**config.mk**
```make
export PLATFORM = sky130hd
export DESIGN_NAME = bin2bcd_seq_ctrl
export DESIGN_NICKNAME = d
export VERILOG_FILES = /design/src/rtl/bin2bcd_seq_ctrl.sv
export SDC_FILE = /design/constraint.sdc
export NUM_CORES = 1
export LEC_CHECK = 0
export BUFFER_PORTS_ARGS = -buffer_cell sky130_fd_sc_hd__buf_4
export CAP_MARGIN = 5
export CORE_MARGIN = 4
export CORE_UTILIZATION = 50
export CTS_CLUSTER_SIZE = 30
export DETAILED_ROUTE_END_ITERATION = 10
export HOLD_SLACK_MARGIN = 0.02
export PLACE_DENSITY_LB_ADDON = 0.08
export REMOVE_ABC_BUFFERS = 1
export SYNTH_ARGS = -nofsm -noshare
export SYNTH_HDL_FRONTEND = slang
export SYNTH_SLANG_ARGS = --single-unit
```
**constraint.sdc**
```tcl
create_clock -name clk -period 1.6 [get_ports clk]
set_clock_uncertainty 0.2 [all_clocks]
set_input_delay 0.08 -clock clk [delete_from_list [all_inputs] [get_ports clk]]
set_output_delay 0.08 -clock clk [all_outputs]
set_load 0.03 [all_outputs]
```
**src/rtl/bin2bcd_seq_ctrl.sv**
```systemverilog
// Sequential binary-to-BCD converter (double dabble), one adjust-and-shift
// step per clock. A start/done handshake frames each conversion; the result
// and overflow flag are held between done pulses.
module bin2bcd_seq_ctrl #(
  parameter int W = 8,
  parameter int D = 3
) (
  input  logic             clk,
  input  logic             rst,
  input  logic             start,
  input  logic [W-1:0]     bin_in,
  output logic             busy,
  output logic             done,
  output logic [4*D-1:0]   bcd_out,
  output logic             ovf
);

  localparam int CW = $clog2(W + 1);

  typedef enum logic [1:0] {
    S_IDLE = 2'd0,
    S_CONV = 2'd1,
    S_DONE = 2'd2
  } state_t;

  state_t         r_state;
  state_t         w_next;

  logic [CW-1:0]  r_cnt;
  logic [W-1:0]   r_bin;
  logic [4*D-1:0] r_acc;
  logic           r_ovf;
  logic [4*D-1:0] r_bcd;
  logic           r_ovf_out;

  logic [4*D-1:0] w_adj;
  logic [4*D-1:0] w_acc_nxt;
  logic           w_shout;
  logic           w_accept;
  logic           w_last;

  // Add 3 to every digit >= 5 so the following shift carries correctly
  // into the next decimal digit.
  function automatic logic [4*D-1:0] dabble_adjust(input logic [4*D-1:0] acc);
    logic [4*D-1:0] res;
    res = acc;
    for (int k = 0; k < D; k++) begin
      if (acc[4*k +: 4] >= 4'd5) begin
        res[4*k +: 4] = acc[4*k +: 4] + 4'd3;
      end
    end
    return res;
  endfunction

  // Step datapath: adjusted accumulator shifted left with the binary MSB
  // entering digit 0; the bit leaving the top digit marks overflow.
  always_comb begin
    w_adj     = dabble_adjust(r_acc);
    w_shout   = w_adj[4*D-1];
    w_acc_nxt = {w_adj[4*D-2:0], r_bin[W-1]};
    w_accept  = start && (r_state != S_CONV);
    w_last    = (r_cnt == CW'(1));
  end

  // State register.
  always_ff @(posedge clk) begin
    if (rst) begin
      r_state <= S_IDLE;
    end else begin
      r_state <= w_next;
    end
  end

  // Next-state logic; a request in DONE restarts immediately.
  always_comb begin
    w_next = r_state;
    case (r_state)
      S_IDLE: if (start) w_next = S_CONV;
      S_CONV: if (w_last) w_next = S_DONE;
      S_DONE: w_next = start ? S_CONV : S_IDLE;
      default: w_next = S_IDLE;
    endcase
  end

  // Operand capture, per-step shift/count, and result latch on the final step.
  always_ff @(posedge clk) begin
    if (rst) begin
      r_bin     <= '0;
      r_acc     <= '0;
      r_ovf     <= 1'b0;
      r_cnt     <= '0;
      r_bcd     <= '0;
      r_ovf_out <= 1'b0;
    end else if (w_accept) begin
      r_bin <= bin_in;
      r_acc <= '0;
      r_ovf <= 1'b0;
      r_cnt <= CW'(W);
    end else if (r_state == S_CONV) begin
      r_bin <= {r_bin[W-2:0], 1'b0};
      r_acc <= w_acc_nxt;
      r_ovf <= r_ovf | w_shout;
      r_cnt <= r_cnt - CW'(1);
      if (w_last) begin
        r_bcd     <= w_acc_nxt;
        r_ovf_out <= r_ovf | w_shout;
      end
    end
  end

  assign busy    = (r_state == S_CONV);
  assign done    = (r_state == S_DONE);
  assign bcd_out = r_bcd;
  assign ovf     = r_ovf_out;

endmodule

```
Yosys cells after proc, flatten, opt, wreduce, memory -nomap -nowiden
Cells that the tools add are included.
W data, S select, Z words.
Word-level totals
  output and inout port bits: 15
  flip-flop bits (word level): 40
  input port bits: 11
Operators by class
  add/sub/neg operators: 4
  mux-type cells: 11
  bitwise gates (word level): 2
  equality and inequality tests: 6
  magnitude comparators: 3
  reduce and logical (&&, ||, !) cells: 6
Operator list (count)
  $mux W4: 5
  $mux W8: 2
  $add A4 B2 Y4 const B: 3
  $ge A4 B3 Y1 const B: 3
  $pmux W2 S3: 1
  $eq A4 B1 Y1 const B: 1
  $mux W2: 2
  $ne A2 B1 Y1 const B: 2
  $sub A4 B1 Y4 const B: 1
  $reduce_and A3 Y1: 1
  $eq A2 B1 Y1 const B: 1
  $eq A2 B2 Y1 const B: 1
  $logic_not A2 Y1: 1
  $ne A2 B2 Y1 const B: 1
  $reduce_and A2 Y1: 1
  $reduce_bool A2 Y1: 1
  $reduce_or A2 Y1: 1
  $logic_and A1 B1 Y1: 1
  $mux W1: 1
  $not A1 Y1: 1
  $or A1 B1 Y1: 1

Logic depth before layout (Yosys ltp)
  depth in word-level cells: 4
  mapped depth: 6
  depth with buffers taken out: 6

Worst setup path after synthesis
No wires, ideal clock.
  path type: register -> register
  start: register r_cnt[0]
  end: register r_bcd[1] (netlist: bcd_out[1])
  stages on the path, launching flop included: 6
  path slack: -0.145 ns
  data required time: 1.325 ns
  setup time: 0.075 ns
  clock period less this slack: 1.745 ns
  arrival time: 1.470 ns
  path through: dfxtp_1 -> ha_1 -> or3b_4 -> or3_1 -> clkbuf_2 -> o22ai_1
Between the ends
  cells in the longest elaborated chain, start to end: 2
Ends and longest elaborated chain
  start: declaration: line 29  | logic [CW-1:0] r_cnt;
  start signal: assignment: line 98  | r_cnt <= CW'(W);
  start signal: assignment: line 103  | r_cnt <= r_cnt - CW'(1);
  $eq A4 B1 Y1: line 62  | w_last = (r_cnt == CW'(1));
  $reduce_and A3 Y1 (no line)
  end signal: assignment: line 105  | r_bcd <= w_acc_nxt;
  end: declaration: line 33  | logic [4*D-1:0] r_bcd;
No other way between the ends.
A chain may end at the register's enable or synchronous reset.

Worst setup path in the final report
  start: register r_cnt[1]
  end: register r_bcd[5] (netlist: bcd_out[5])
Same word-level chain as after synthesis.

==> impl_metrics.ini <==
[clock_tree]
clock_latency_ns = 0.35
clock-root-buffer = clkbuf_4
cts_max_level = 2
cts_tree = built
cts_buffers = 5
clock_sinks = 40
clockBufferDepth = 2
clkTransAtPathRegs_ns = 0.12

[detailed_routing]
first_iter_violations = 127
drtAntennaViolNets = 0
wl_per_cell_um = 16.21
routed_wirelength_um = 5221
drtPass1Iterations = 4
vias_per_cell = 5.587
remaining_drc_errors = 0
vias = 1799

[logic_synthesis]
async_reset_ff_share_pct = 0
synth_edf_count = 0
ys_top_cells_by_area = dfxtp_1 (45%), a211oi_1 (6.3%), ha_1 (5.6%)
ys_seq_area_share_pct = 45.04
syn_area_um2 = 1778
synth_commonest_cells = dfxtp_1 (40), nor2_1 (21), a21oi_1 (16), a211oi_1 (15), nand2_1 (13)
post-synth-top-area-fraction_pct = 45.04
yosysMostFrequentCell = dfxtp_1
synth_top_flop_cell = dfxtp_1
syn_inst = 199
yosys_register_bits = 40
avgSynthCellArea_um2 = 8.934
synth_cell_types = 29
synth_area_leader_cell = dfxtp_1
synth_warnings = 0

[sta]
tightest_slew_ns = 0.4056
relSlewSlack_pct = 72.71
timing.final.crit_share_pct = 110.6
hold_viol_final = 0
drv_slew = 0
final-setup-viol-count = 16
setup_tns_ns = -1.864
rsz0062_at_grt = true
finalCriticalPeriod_ns = 1.770
fmax_ghz = 0.5651
finalWorstSetupSlack_ns = -0.1696

[floorplanning]
core_um2 = 3390
start_util_pct = 52.45
io_pins = 26
dieArea_um2 = 4574
die_x_um = 67.63
num_rows = 21
die_y_um = 67.63

[critical_path]
critPathSlowestCell = or3b_4
cp.arrival_ns = 1.85
cp.required_ns = 1.68
crit_buf_inv = 1
worstSetupStartpointType = register
worstPathMaxFanout = 7
r2r_cells = 5
setup.worst_path.class = register to register
crit_chain = inv_2, ha_4, or3b_4, or3_4, o22ai_1
critPathTopFamily = simple AND/OR/NAND/NOR gates
slowest_delay_ns = 0.40
crit_path_end_kind = register
crit_cells = 5

[worst_hold_path]
hp-class = primary input to register
hold_depth = 5

[place]
dpl.hpwl_um = 2955
placed_cell_area_um2 = 2201
dp_cells = 290
place.gp.congestion = 0.7980
place_ws_ns = -0.2072
port_buffers = 25

[final_layout]
fillers = 195
multiInputGateArea_um2 = 1167
regArea_um2 = 810.8
final_nets = 295
fin_cells = 322
antennaDiodeCount = 0
drive_gt1_share_pct = 46.38
final_area_um2 = 2799
area_growth_pct = 57.42
fin_util_pct = 82.58

[power]
ir_drop_mv = 0.6770
leakagePower_uw = 0.001119
powerDensity_nw_per_um2 = 734.0

[run_status]
violations = negative setup slack
outcome = finished, violations left

[global_routing]
grt_max_degree = 27
use_met2_pct = 43.01
grt_pass1_vias = 1787
gr-total-overflow = 0
grt_first_pass_wirelength_um = 7976
gr-usage-met1_pct = 24.67
grt.met3_usage_pct = 6.656
grt_use_total_pct = 23.51
grt_antenna_before_repair = 0
busiest_layer = met2

[run]
drv_cap = 0
==> worst min-delay path: stages <==
cell and delay [ns]:
buf_4 0.16, a21oi_1 0.12, buf_4 0.16, o21ai_0 0.06
a21oi_1 0.04
==> sequential cells by signal, summed over array words and instances (netlist names) <==
| register | cells |
|---|---|
| bcd_out | 12 |
| ovf | 1 |
| r_acc | 12 |
| r_bin | 8 |
| r_cnt | 4 |
| r_ovf | 1 |
| r_state | 2 |
==> stage by stage <==
stage | hold WS, ns | power, uW
2_1_floorplan | -0.04786 | 1226
3_3_place_gp | 0.1661 | 1357
6_report | 0.1124 | 2054
4_1_cts | 0.07777 | 2010
5_1_grt | 0.1249 | 2139
3_5_place_dp | 0.1932 | 1369
==> cell type report <==
class / instances / share of cell area [%]
flip-flops and latches: 40 / 28.97
repair buffers: 80 / 23.42
clock buffers: 7 / 2.325
multi-input cells: 139 / 41.71
well taps: 46 / 2.056
inverters: 10 / 1.520
==> layer usage <==
| metal | wire [um] | vias up | share of wire, % |
|---|---|---|---|
| met3 | 260 | 17 | 5.0 |
| met4 | 146 | 0 | 2.8 |
| li1 | - | 853 | - |
| met5 | 0 | - | 0 |
| met1 | 2098 | 860 | 40 |
| met2 | 2716 | 69 | 52 |
==> what timing repair did <==
action	4_1_cts	5_1_grt
endpoints found under the hold margin	18	0
endpoints found under the setup margin	31	26
buffers inserted	6	4
hold buffers	16	0
pin swaps	11	8
gates resized for setup	37	35
cloned	0	0
==> report_power, final <==
| group | internal, uW | switching, uW | leakage (uW) |
|---|---|---|---|
| registers | 1040 | 28.6 | 0.000329 |
| logic | 205 | 201 | 0.000753 |
| clock network | 250 | 333 | 0.0000374 |
| total | 1490 | 563 | 0.00112 |
==> placed cells by master (no fill, tap or decap), types with 2 or more instances in the layout <==
cell,instances
ha_4,5
inv_4,2
ha_2,3
xnor2_2,2
nor2_1,19
inv_1,3
dfxtp_2,8
buf_4,60
nand2b_4,4
dlygate4sd3_1,16
nand2_1,12
clkbuf_4,5
mux2i_1,9
buf_6,4
a211oi_2,5
nand3_1,3
o22ai_1,5
inv_2,5
a21oi_1,12
o21ai_0,8
a21oi_4,3
mux2_4,3
nand2b_1,6
nor3b_1,5
o22ai_2,7
nor2b_1,2
dfxtp_1,32
nor2_2,2
clkbuf_8,2
a211oi_1,10
==> path summary, 6_finish.rpt <==
check                                      startpoint                       to  slack, ns
worst max-delay path            r_cnt[1]$_SDFFE_PP0P_  bcd_out[5]$_SDFFE_PP0P_      -0.17
worst min-delay path                            start    r_acc[8]$_SDFFE_PP0P_       0.11
worst max register to register  r_cnt[1]$_SDFFE_PP0P_  bcd_out[5]$_SDFFE_PP0P_      -0.17
worst min register to register  r_bin[7]$_SDFFE_PP0P_    r_acc[0]$_SDFFE_PP0P_       0.30
==> cell families (layout without fill, tap and decap cells) <==
kind of cell,Yosys count,after routing,synth area share (%)
adder cells (fa/ha/maj),8,8,5.630
AND/OR/NAND/NOR,60,60,16.61
XOR/XNOR,5,5,2.463
buffers and inverters,20,97,4.785
multiplexers,12,12,6.967
flip-flops,40,40,45.04
AO/OA/AOI/OAI,54,54,18.51
(Power assumes the default switching activity.)
